### src/rtl/reg_block_pkg.sv
// Shared types and default sizing for the register block.
package reg_block_pkg;
  localparam int DEF_WIDTH = 32;
  localparam int DEF_DEPTH = 32;

  typedef enum logic {IDLE = 1'b0, CLEAR = 1'b1} state_t;
endpackage

### src/rtl/reg_block_if.sv
// Register block access bus: two read ports, one write port, clear request.
interface reg_block_if #(
  parameter int WIDTH = 32,
  parameter int AW    = 5
) ();
  logic             en;
  logic [AW-1:0]    ra;
  logic [AW-1:0]    rb;
  logic             we;
  logic [AW-1:0]    w;
  logic [WIDTH-1:0] wd;
  logic             clr_req;
  logic [WIDTH-1:0] e;
  logic [WIDTH-1:0] f;
  logic             busy;

  modport master (output en, ra, rb, we, w, wd, clr_req, input e, f, busy);
  modport slave  (input en, ra, rb, we, w, wd, clr_req, output e, f, busy);
endinterface

### src/rtl/reg_block.sv
// Register file with two registered read ports, write-first bypass and a
// one-entry-per-cycle clear sweep.
module reg_block
  import reg_block_pkg::*;
#(
  parameter int WIDTH    = DEF_WIDTH,
  parameter int DEPTH    = DEF_DEPTH,
  parameter int ZERO_REG = 1
) (
  input  logic       clk,
  input  logic       rs_n,
  reg_block_if.slave bus
);
  localparam int AW = $clog2(DEPTH);
  localparam logic [AW:0] DEPTH_A = (AW+1)'(DEPTH);

  logic [WIDTH-1:0] r_mem [DEPTH];
  logic [WIDTH-1:0] r_e, r_f;
  logic [AW-1:0]    r_cnt;
  logic             r_busy;
  state_t           r_state;

  logic             w_wr_en;
  logic [WIDTH-1:0] w_rd_a, w_rd_b;

  assign w_wr_en = (r_state == IDLE) && bus.we && ({1'b0, bus.w} < DEPTH_A) &&
                   !((ZERO_REG != 0) && (bus.w == '0));

  // Out-of-range addresses never match an entry, so they read as zero; the
  // bypass can only hit in-range addresses because w_wr_en already checks w.
  always_comb begin
    w_rd_a = '0;
    w_rd_b = '0;
    for (int i = 0; i < DEPTH; i++) begin
      if (bus.ra == AW'(i)) w_rd_a = r_mem[i];
      if (bus.rb == AW'(i)) w_rd_b = r_mem[i];
    end
    if (w_wr_en && (bus.w == bus.ra)) w_rd_a = bus.wd;
    if (w_wr_en && (bus.w == bus.rb)) w_rd_b = bus.wd;
    if ((ZERO_REG != 0) && (bus.ra == '0)) w_rd_a = '0;
    if ((ZERO_REG != 0) && (bus.rb == '0)) w_rd_b = '0;
  end

  always_ff @(posedge clk or negedge rs_n) begin
    if (!rs_n) begin
      for (int i = 0; i < DEPTH; i++) r_mem[i] <= '0;
      r_e     <= '0;
      r_f     <= '0;
      r_cnt   <= '0;
      r_busy  <= 1'b0;
      r_state <= IDLE;
    end else if (r_state == IDLE) begin
      for (int i = 0; i < DEPTH; i++)
        if (w_wr_en && (bus.w == AW'(i))) r_mem[i] <= bus.wd;
      if (bus.en) begin
        r_e <= w_rd_a;
        r_f <= w_rd_b;
      end
      // A write on the request edge lands first; the sweep then clears it.
      if (bus.clr_req) begin
        r_state <= CLEAR;
        r_cnt   <= '0;
        r_busy  <= 1'b1;
      end
    end else begin
      for (int i = 0; i < DEPTH; i++)
        if (r_cnt == AW'(i)) r_mem[i] <= '0;
      if (r_cnt == AW'(DEPTH-1)) begin
        r_state <= IDLE;
        r_busy  <= 1'b0;
      end else begin
        r_cnt <= r_cnt + AW'(1);
      end
    end
  end

  assign bus.e    = r_e;
  assign bus.f    = r_f;
  assign bus.busy = r_busy;
endmodule

### src/flat_wrapper.sv
// flat-port wrapper written by rule: the top's interface ports become plain ports
module reg_block_flat import reg_block_pkg::*;
#(
  parameter int WIDTH    = DEF_WIDTH,
  parameter int DEPTH    = DEF_DEPTH,
  parameter int ZERO_REG = 1
)
  (clk, rs_n, bus_en, bus_ra, bus_rb, bus_we, bus_w, bus_wd, bus_clr_req, bus_e, bus_f, bus_busy);
  reg_block_if #(.WIDTH(WIDTH), .AW(5)) bus_i ();
  input  logic clk;
  input  logic rs_n;
  input wire logic [$bits(bus_i.en)-1:0] bus_en;
  input wire logic [$bits(bus_i.ra)-1:0] bus_ra;
  input wire logic [$bits(bus_i.rb)-1:0] bus_rb;
  input wire logic [$bits(bus_i.we)-1:0] bus_we;
  input wire logic [$bits(bus_i.w)-1:0] bus_w;
  input wire logic [$bits(bus_i.wd)-1:0] bus_wd;
  input wire logic [$bits(bus_i.clr_req)-1:0] bus_clr_req;
  output wire logic [$bits(bus_i.e)-1:0] bus_e;
  output wire logic [$bits(bus_i.f)-1:0] bus_f;
  output wire logic [$bits(bus_i.busy)-1:0] bus_busy;
  assign bus_i.en = bus_en;
  assign bus_i.ra = bus_ra;
  assign bus_i.rb = bus_rb;
  assign bus_i.we = bus_we;
  assign bus_i.w = bus_w;
  assign bus_i.wd = bus_wd;
  assign bus_i.clr_req = bus_clr_req;
  assign bus_e = bus_i.e;
  assign bus_f = bus_i.f;
  assign bus_busy = bus_i.busy;
  reg_block #(.WIDTH(WIDTH), .DEPTH(DEPTH), .ZERO_REG(ZERO_REG)) u_core (.clk(clk), .rs_n(rs_n), .bus(bus_i));
endmodule
### config.mk
export PLATFORM = sky130hd
export DESIGN_NAME = reg_block_flat
export DESIGN_NICKNAME = d
export VERILOG_FILES = /design/src/rtl/reg_block_pkg.sv /design/src/rtl/reg_block_if.sv /design/src/rtl/reg_block.sv /design/src/flat_wrapper.sv
export SDC_FILE = /design/constraint.sdc
export NUM_CORES = 2
export LEC_CHECK = 0
export BUFFER_PORTS_ARGS = -buffer_cell sky130_fd_sc_hd__buf_2
export CORE_ASPECT_RATIO = 1.2
export CORE_MARGIN = 1
export CORE_UTILIZATION = 25
export CTS_BUF_LIST = sky130_fd_sc_hd__clkbuf_2 sky130_fd_sc_hd__clkbuf_4 sky130_fd_sc_hd__clkbuf_8
export DETAILED_ROUTE_END_ITERATION = 8
export PLACE_DENSITY = 0.41
export SYNTH_ARGS = -nofsm -noshare
export SYNTH_HDL_FRONTEND = slang
export SYNTH_SLANG_ARGS = --single-unit
### constraint.sdc
create_clock -name clk -period 2.4 [get_ports clk]
set_input_delay 0.24 -clock clk [delete_from_list [all_inputs] [get_ports clk]]
set_output_delay 0.24 -clock clk [all_outputs]
set_load 0.02 [all_outputs]
After elaboration in Yosys (flattened, before gate mapping)
Index checks and enable logic that the tools add are counted.
- register bits after elaboration: 1063
- bits in latches: 0
- memory bits (writable): 0
- ROM bits: 0
- input bits: 52
- output and inout bits: 65
- memories: 0
- add/subtract/negate cells: 1
- $mul: 0
- div/mod/pow operators: 0
- magnitude comparators: 0
- eq/ne operators: 158
- shift-type cells: 0
- multiplexer cells: 138
- bitwise logic cells: 1
- reduce and logical (&&, ||, !) cells: 105
- operator list (kind ; count):
    $mux W32 ; 128
    $mux W992 ; 1
    $eq A5 B5 Y1 const B ; 64
    $eq A5 B4 Y1 const B ; 32
    $eq A5 B3 Y1 const B ; 16
    $reduce_and A2 Y1 ; 34
    $ne A2 B2 Y1 const B ; 32
    $reduce_bool A2 Y1 ; 32
    $eq A5 B2 Y1 const B ; 8
    $logic_and A1 B1 Y1 ; 35
    $eq A5 B1 Y1 const B ; 4
    $logic_not A5 Y1 ; 3
    $mux W5 ; 3
    $eq A5 B5 Y1 ; 2
    $mux W1 ; 6
    $add A5 B1 Y5 const B ; 1
    $logic_not A1 Y1 ; 1
    $not A1 Y1 ; 1

Depth between registers and ports, before layout
- word-level depth: 34
- depth in mapped cells: 12
- gate-level depth less buffers: 7

Worst setup path before layout
OpenSTA, ideal clock, no wires.
- path type: register -> register
- from: register u_core.r_cnt[0]
- to: register u_core.r_mem[10] (netlist bit)
- arrival: 2.021 ns
- required time: 2.334 ns
- slack: 0.313 ns
- stages on the path, launching flop included: 9
- buffers on the path: 3
- clock period less this slack: 2.087 ns
- cells stage by stage: dfrtp_1 > ha_1 > clkbuf_1 > and3_1 > ha_1 > clkbuf_1 > a21oi_1 > clkbuf_1 > a22o_1
- word-level cells in the longest chain between the ends: 3
- ends and longest elaborated chain (item ; RTL line ; RTL):
    from (decl) ; reg_block.sv:19 ; logic [AW-1:0] r_cnt;
    from (signal assigned) ; reg_block.sv:72 ; r_cnt <= r_cnt + AW'(1);
    $eq A5 B5 Y1 ; reg_block.sv:67 ; if (r_cnt == AW'(i)) r_mem[i] <= '0;
    $ne A2 B2 Y1 (no source line) ; - ;
    $reduce_and A2 Y1 (no source line) ; - ;
    to (signal, indexed assignment) ; reg_block.sv:54 ; if (w_wr_en && (bus.w == AW'(i))) r_mem[i] <= bus.wd;
    to (decl) ; reg_block.sv:17 ; logic [WIDTH-1:0] r_mem [DEPTH];
Every way passes these cells.
A chain may end at the register's enable or synchronous reset.

Worst setup path after layout
- from: register u_core.r_state
- to: register u_core.r_f[31] (netlist: u_core.bus.f[31])
- word-level cells in the longest chain between the ends: 6
- elaborated cells on any way between the ends: 7
- classes of those cells: mux: 2; bitwise: 1; reduce/logical: 4
- ends and longest elaborated chain (item ; RTL line ; RTL):
    from (decl) ; reg_block.sv:21 ; state_t r_state;
    from (signal assigned) ; reg_block.sv:51 ; r_state <= IDLE;
    from (signal assigned) ; reg_block.sv:61 ; r_state <= CLEAR;
    from (signal assigned) ; reg_block.sv:69 ; r_state <= IDLE;
    $not A1 Y1 (no source line) (*) ; - ;
    $logic_and A1 B1 Y1 (2 in series) ; reg_block.sv:26 ; assign w_wr_en = (r_state == IDLE) && bus.we && ({1'b0, bus.w} < DEPTH_A) &&
    $logic_and A1 B1 Y1 ; reg_block.sv:39 ; if (w_wr_en && (bus.w == bus.rb)) w_rd_b = bus.wd;
    $mux W32 ; reg_block.sv:39 ;
    $mux W32 ; reg_block.sv:41 ; if ((ZERO_REG != 0) && (bus.rb == '0)) w_rd_b = '0;
    to (signal assigned) ; reg_block.sv:57 ; r_f <= w_rd_b;
    to (decl) ; reg_block.sv:18 ; logic [WIDTH-1:0] r_e, r_f;
Mark *: on every way between the ends. The rest lies on a longest branch, timed or not.

==> results.json <==
{
  "status": "finished with violations",
  "violations": "setup timing",
  "multi_input_area_um2": 26800,
  "grt_pass1_vias": 58830,
  "cp-start-kind": "flip-flop",
  "clkSinkCount": 1063,
  "drc": 0,
  "max_slew_margin_pct": 14.8,
  "drv_slew": 0,
  "cts_root_buf": "clkbuf_8",
  "fill_cells": 22674,
  "core_um2": 219000,
  "power_density_nw_per_um2": 859,
  "port_buffers": 116,
  "finalCoreUtilization_pct": 35.2,
  "gp_congestion": 1.06,
  "wl_met3_mm": 49.1,
  "period_share_pct": 108,
  "period_needed_ns": 2.60,
  "worstSetupEndpointType": "flip-flop",
  "row_count": 188,
  "critPathKind": "reg2reg",
  "yosysWarnings": 0,
  "wl_met1_mm": 196,
  "gr-total-overflow": 0,
  "async_flop_share_pct": 100,
  "final_common_cell": "nand2_1",
  "power_w": 0.0661,
  "crit_fanout": 4,
  "antenna_found_initial": 37,
  "skew_ns": 0.0744,
  "clkSlewWorstSetupHoldPaths_ns": 0.06,
  "yosys-top-cells-area": "dfrtp_1 (48%), o21ai_0 (9.9%), nand2_1 (8.5%)",
  "postRouteWirelength_mm": 456,
  "drtIter0Drc": 10309,
  "start_util_pct": 25.1,
  "fp.dieArea_um2": 222000,
  "finalSetupViolations": 28,
  "wire_per_inst_um": 43.6,
  "die_height_um": 516,
  "nNetsFinal": 7494,
  "synth_top_area_cell": "dfrtp_1",
  "required_ns": 3.35,
  "dominantRegCellSynth": "dfrtp_1",
  "grt_pass1_wl_mm": 595,
  "mostFrequentLayoutCells": "nand2_1 (1240), buf_4 (1147), o21ai_0 (1081), dfrtp_1 (1054), a22oi_1 (477)",
  "vias": 62989,
  "yosys.area.top_type_share_pct": 48.4,
  "drive_gt1_share_pct": 28.9,
  "vias_per_cell": 6.03,
  "rsz0062_at_grt": "true",
  "maxUsedRoutingLayer": "met5",
  "h-tree-depth": 4,
  "ys_seq_elements": 1063,
  "synth_cell_type_count": 106,
  "p_leak_nw": 33.6,
  "die_w_um": 430,
  "netlist_area_um2": 54900,
  "setup_ws_ns": -0.202,
  "ios": 117,
  "maxCapViolations": 0,
  "arrival_ns": 3.55,
  "vdd_drop_max_mv": 0.382,
  "clk_latency_ns": 1.04,
  "regArea_um2": 26600,
  "worst_slew_pin_slew_ns": 1.27,
  "finalHoldViolations": 0,
  "cts_tree": "done",
  "seq_area_frac_synth_pct": 48.4,
  "met2_length_mm": 187,
  "clk_path_buf_depth": 4,
  "hpwl_mm": 355,
  "dp_slack_ns": -1.11,
  "grt_max_degree": 105,
  "max_clock_freq_mhz": 384,
  "grt_usage_pct": 40.1,
  "syn_avg_cell_area_um2": 8.83,
  "min_path_type": "in2async",
  "area_growth_pct": 40.0,
  "dr.pass1.iters": 7,
  "ant_nets": 0,
  "numCtsBuffers": 208,
  "synth_edf_count": 0,
  "synth_fp_nets": 6279,
  "syn_inst": 6221
}
cell type report:
class	count	area share, %
Multi-Input combinational cell	4528	34.9
Clock buffer	308	4.97
Antenna cell	22	0.0716
Sequential cell	1063	34.6
Tap cell	2850	4.63
Inverter	32	0.156
Clock inverter	36	0.433
Timing Repair Buffer	1603	20.3
worst paths after layout:
check                                  start           endpoint  slack, ns  depth (start not counted)
min                                     rs_n  u_core.r_mem[212]       0.07                          3
min reg2reg                u_core.r_mem[420]  u_core.r_mem[420]       0.49                          2
max in group asynchronous               rs_n   u_core.bus.f[19]       1.32                          3
min in group clk                  bus_wd[16]   u_core.bus.e[16]       0.10                          3
max                           u_core.r_state   u_core.bus.f[31]      -0.20                         11
max reg2reg                   u_core.r_state   u_core.bus.f[31]      -0.20                         11
what timing repair did:
item | 4_1_cts | 5_1_grt
gates resized for setup | 89 | 106
pin swaps | 15 | 23
setup buffers | 14 | 20
hold buffers | 38 | 0
endpoints found under the setup margin | 453 | 233
cloned | 4 | 2
endpoints found under the hold margin | 2125 | 0
per-stage QoR:
step	TNS (ns)	area (um^2)	hold WS (ns)	cells
finish	-1.70	76900	0.0743	10442
global route	-2.06	76900	0.0418	10425
CTS	-0.956	76100	0.0148	10400
detailed placement	-73.83	71000	0.190	10002
global placement	-67.19	71000	0.193	10002
floorplan	0	54900	-0.0556	6221
logic make-up (layout without fill, tap and decap cells):
kind of cell             after synthesis  count (layout)  synth area share (%)
AO/OA/AOI/OAI                       2461            2461                  28.8
XOR/XNOR                              13              13                 0.207
multiplexers                          38              38                 0.831
adder cells (fa/ha/maj)                6               6                 0.137
flip-flops                          1063            1063                  48.4
AND/OR/NAND/NOR                     2009            2010                  16.6
other                                  0              22                     0
buffers and inverters                631            1979                  5.10
worst max-delay path, stage by stage (launching register included):
cell	delay [ns]
dfrtp_4	0.51
nor2b_4	0.22
buf_12	0.20
o21ai_4	0.13
nor2_1	0.13
buf_4	0.14
o221ai_4	0.16
buf_6	0.20
or3_4	0.39
a21oi_4	0.14
buf_6	0.17
or3_1	0.12
metal layers:
metal / global-route usage [%] / vias to the layer above
met4: 17.6 / 8
li1: - / 25307
met5: 0 / -
met2: 57.2 / 4352
met1: 55.9 / 32393
met3: 11.2 / 929
state kept, by name (all words and copies together), names as in the netlist:
register / flops
u_core.r_mem: 992
u_core.bus.e: 32
u_core.bus.f: 32
u_core.r_cnt: 5
u_core.bus.busy: 1
u_core.r_state: 1
Yosys cell counts, types with 10 or more instances:
cell type	n
a2111oi_0	14
a211o_1	13
a211oi_1	30
a21boi_0	12
a21o_1	29
a21oi_1	203
a221o_1	19
a221oi_1	72
a222oi_1	44
a22o_1	112
a22oi_1	491
a31oi_1	50
a32oi_1	15
and3_1	41
and4_1	10
buf_1	15
buf_2	150
buf_4	24
buf_6	19
clkbuf_1	389
dfrtp_1	1063
inv_1	32
mux2_2	13
mux2i_1	19
nand2_1	1246
nand2b_1	58
nand3_1	107
nand4_1	70
nor2_1	187
nor2_2	23
nor2_4	12
nor2b_1	61
nor3_1	71
nor3b_1	11
nor4_1	25
o211ai_1	35
o21ai_0	1090
o221ai_1	42
o22ai_1	56
o31ai_1	22
or3_1	15
power by group:
group | switching [W] | internal, W
Clock | 0.00923 | 0.0106
Combinational | 0.0113 | 0.00614
Sequential | 0.00659 | 0.0222
Total | 0.0271 | 0.0389
No activity file was read; power rests on OpenSTA's default activity.
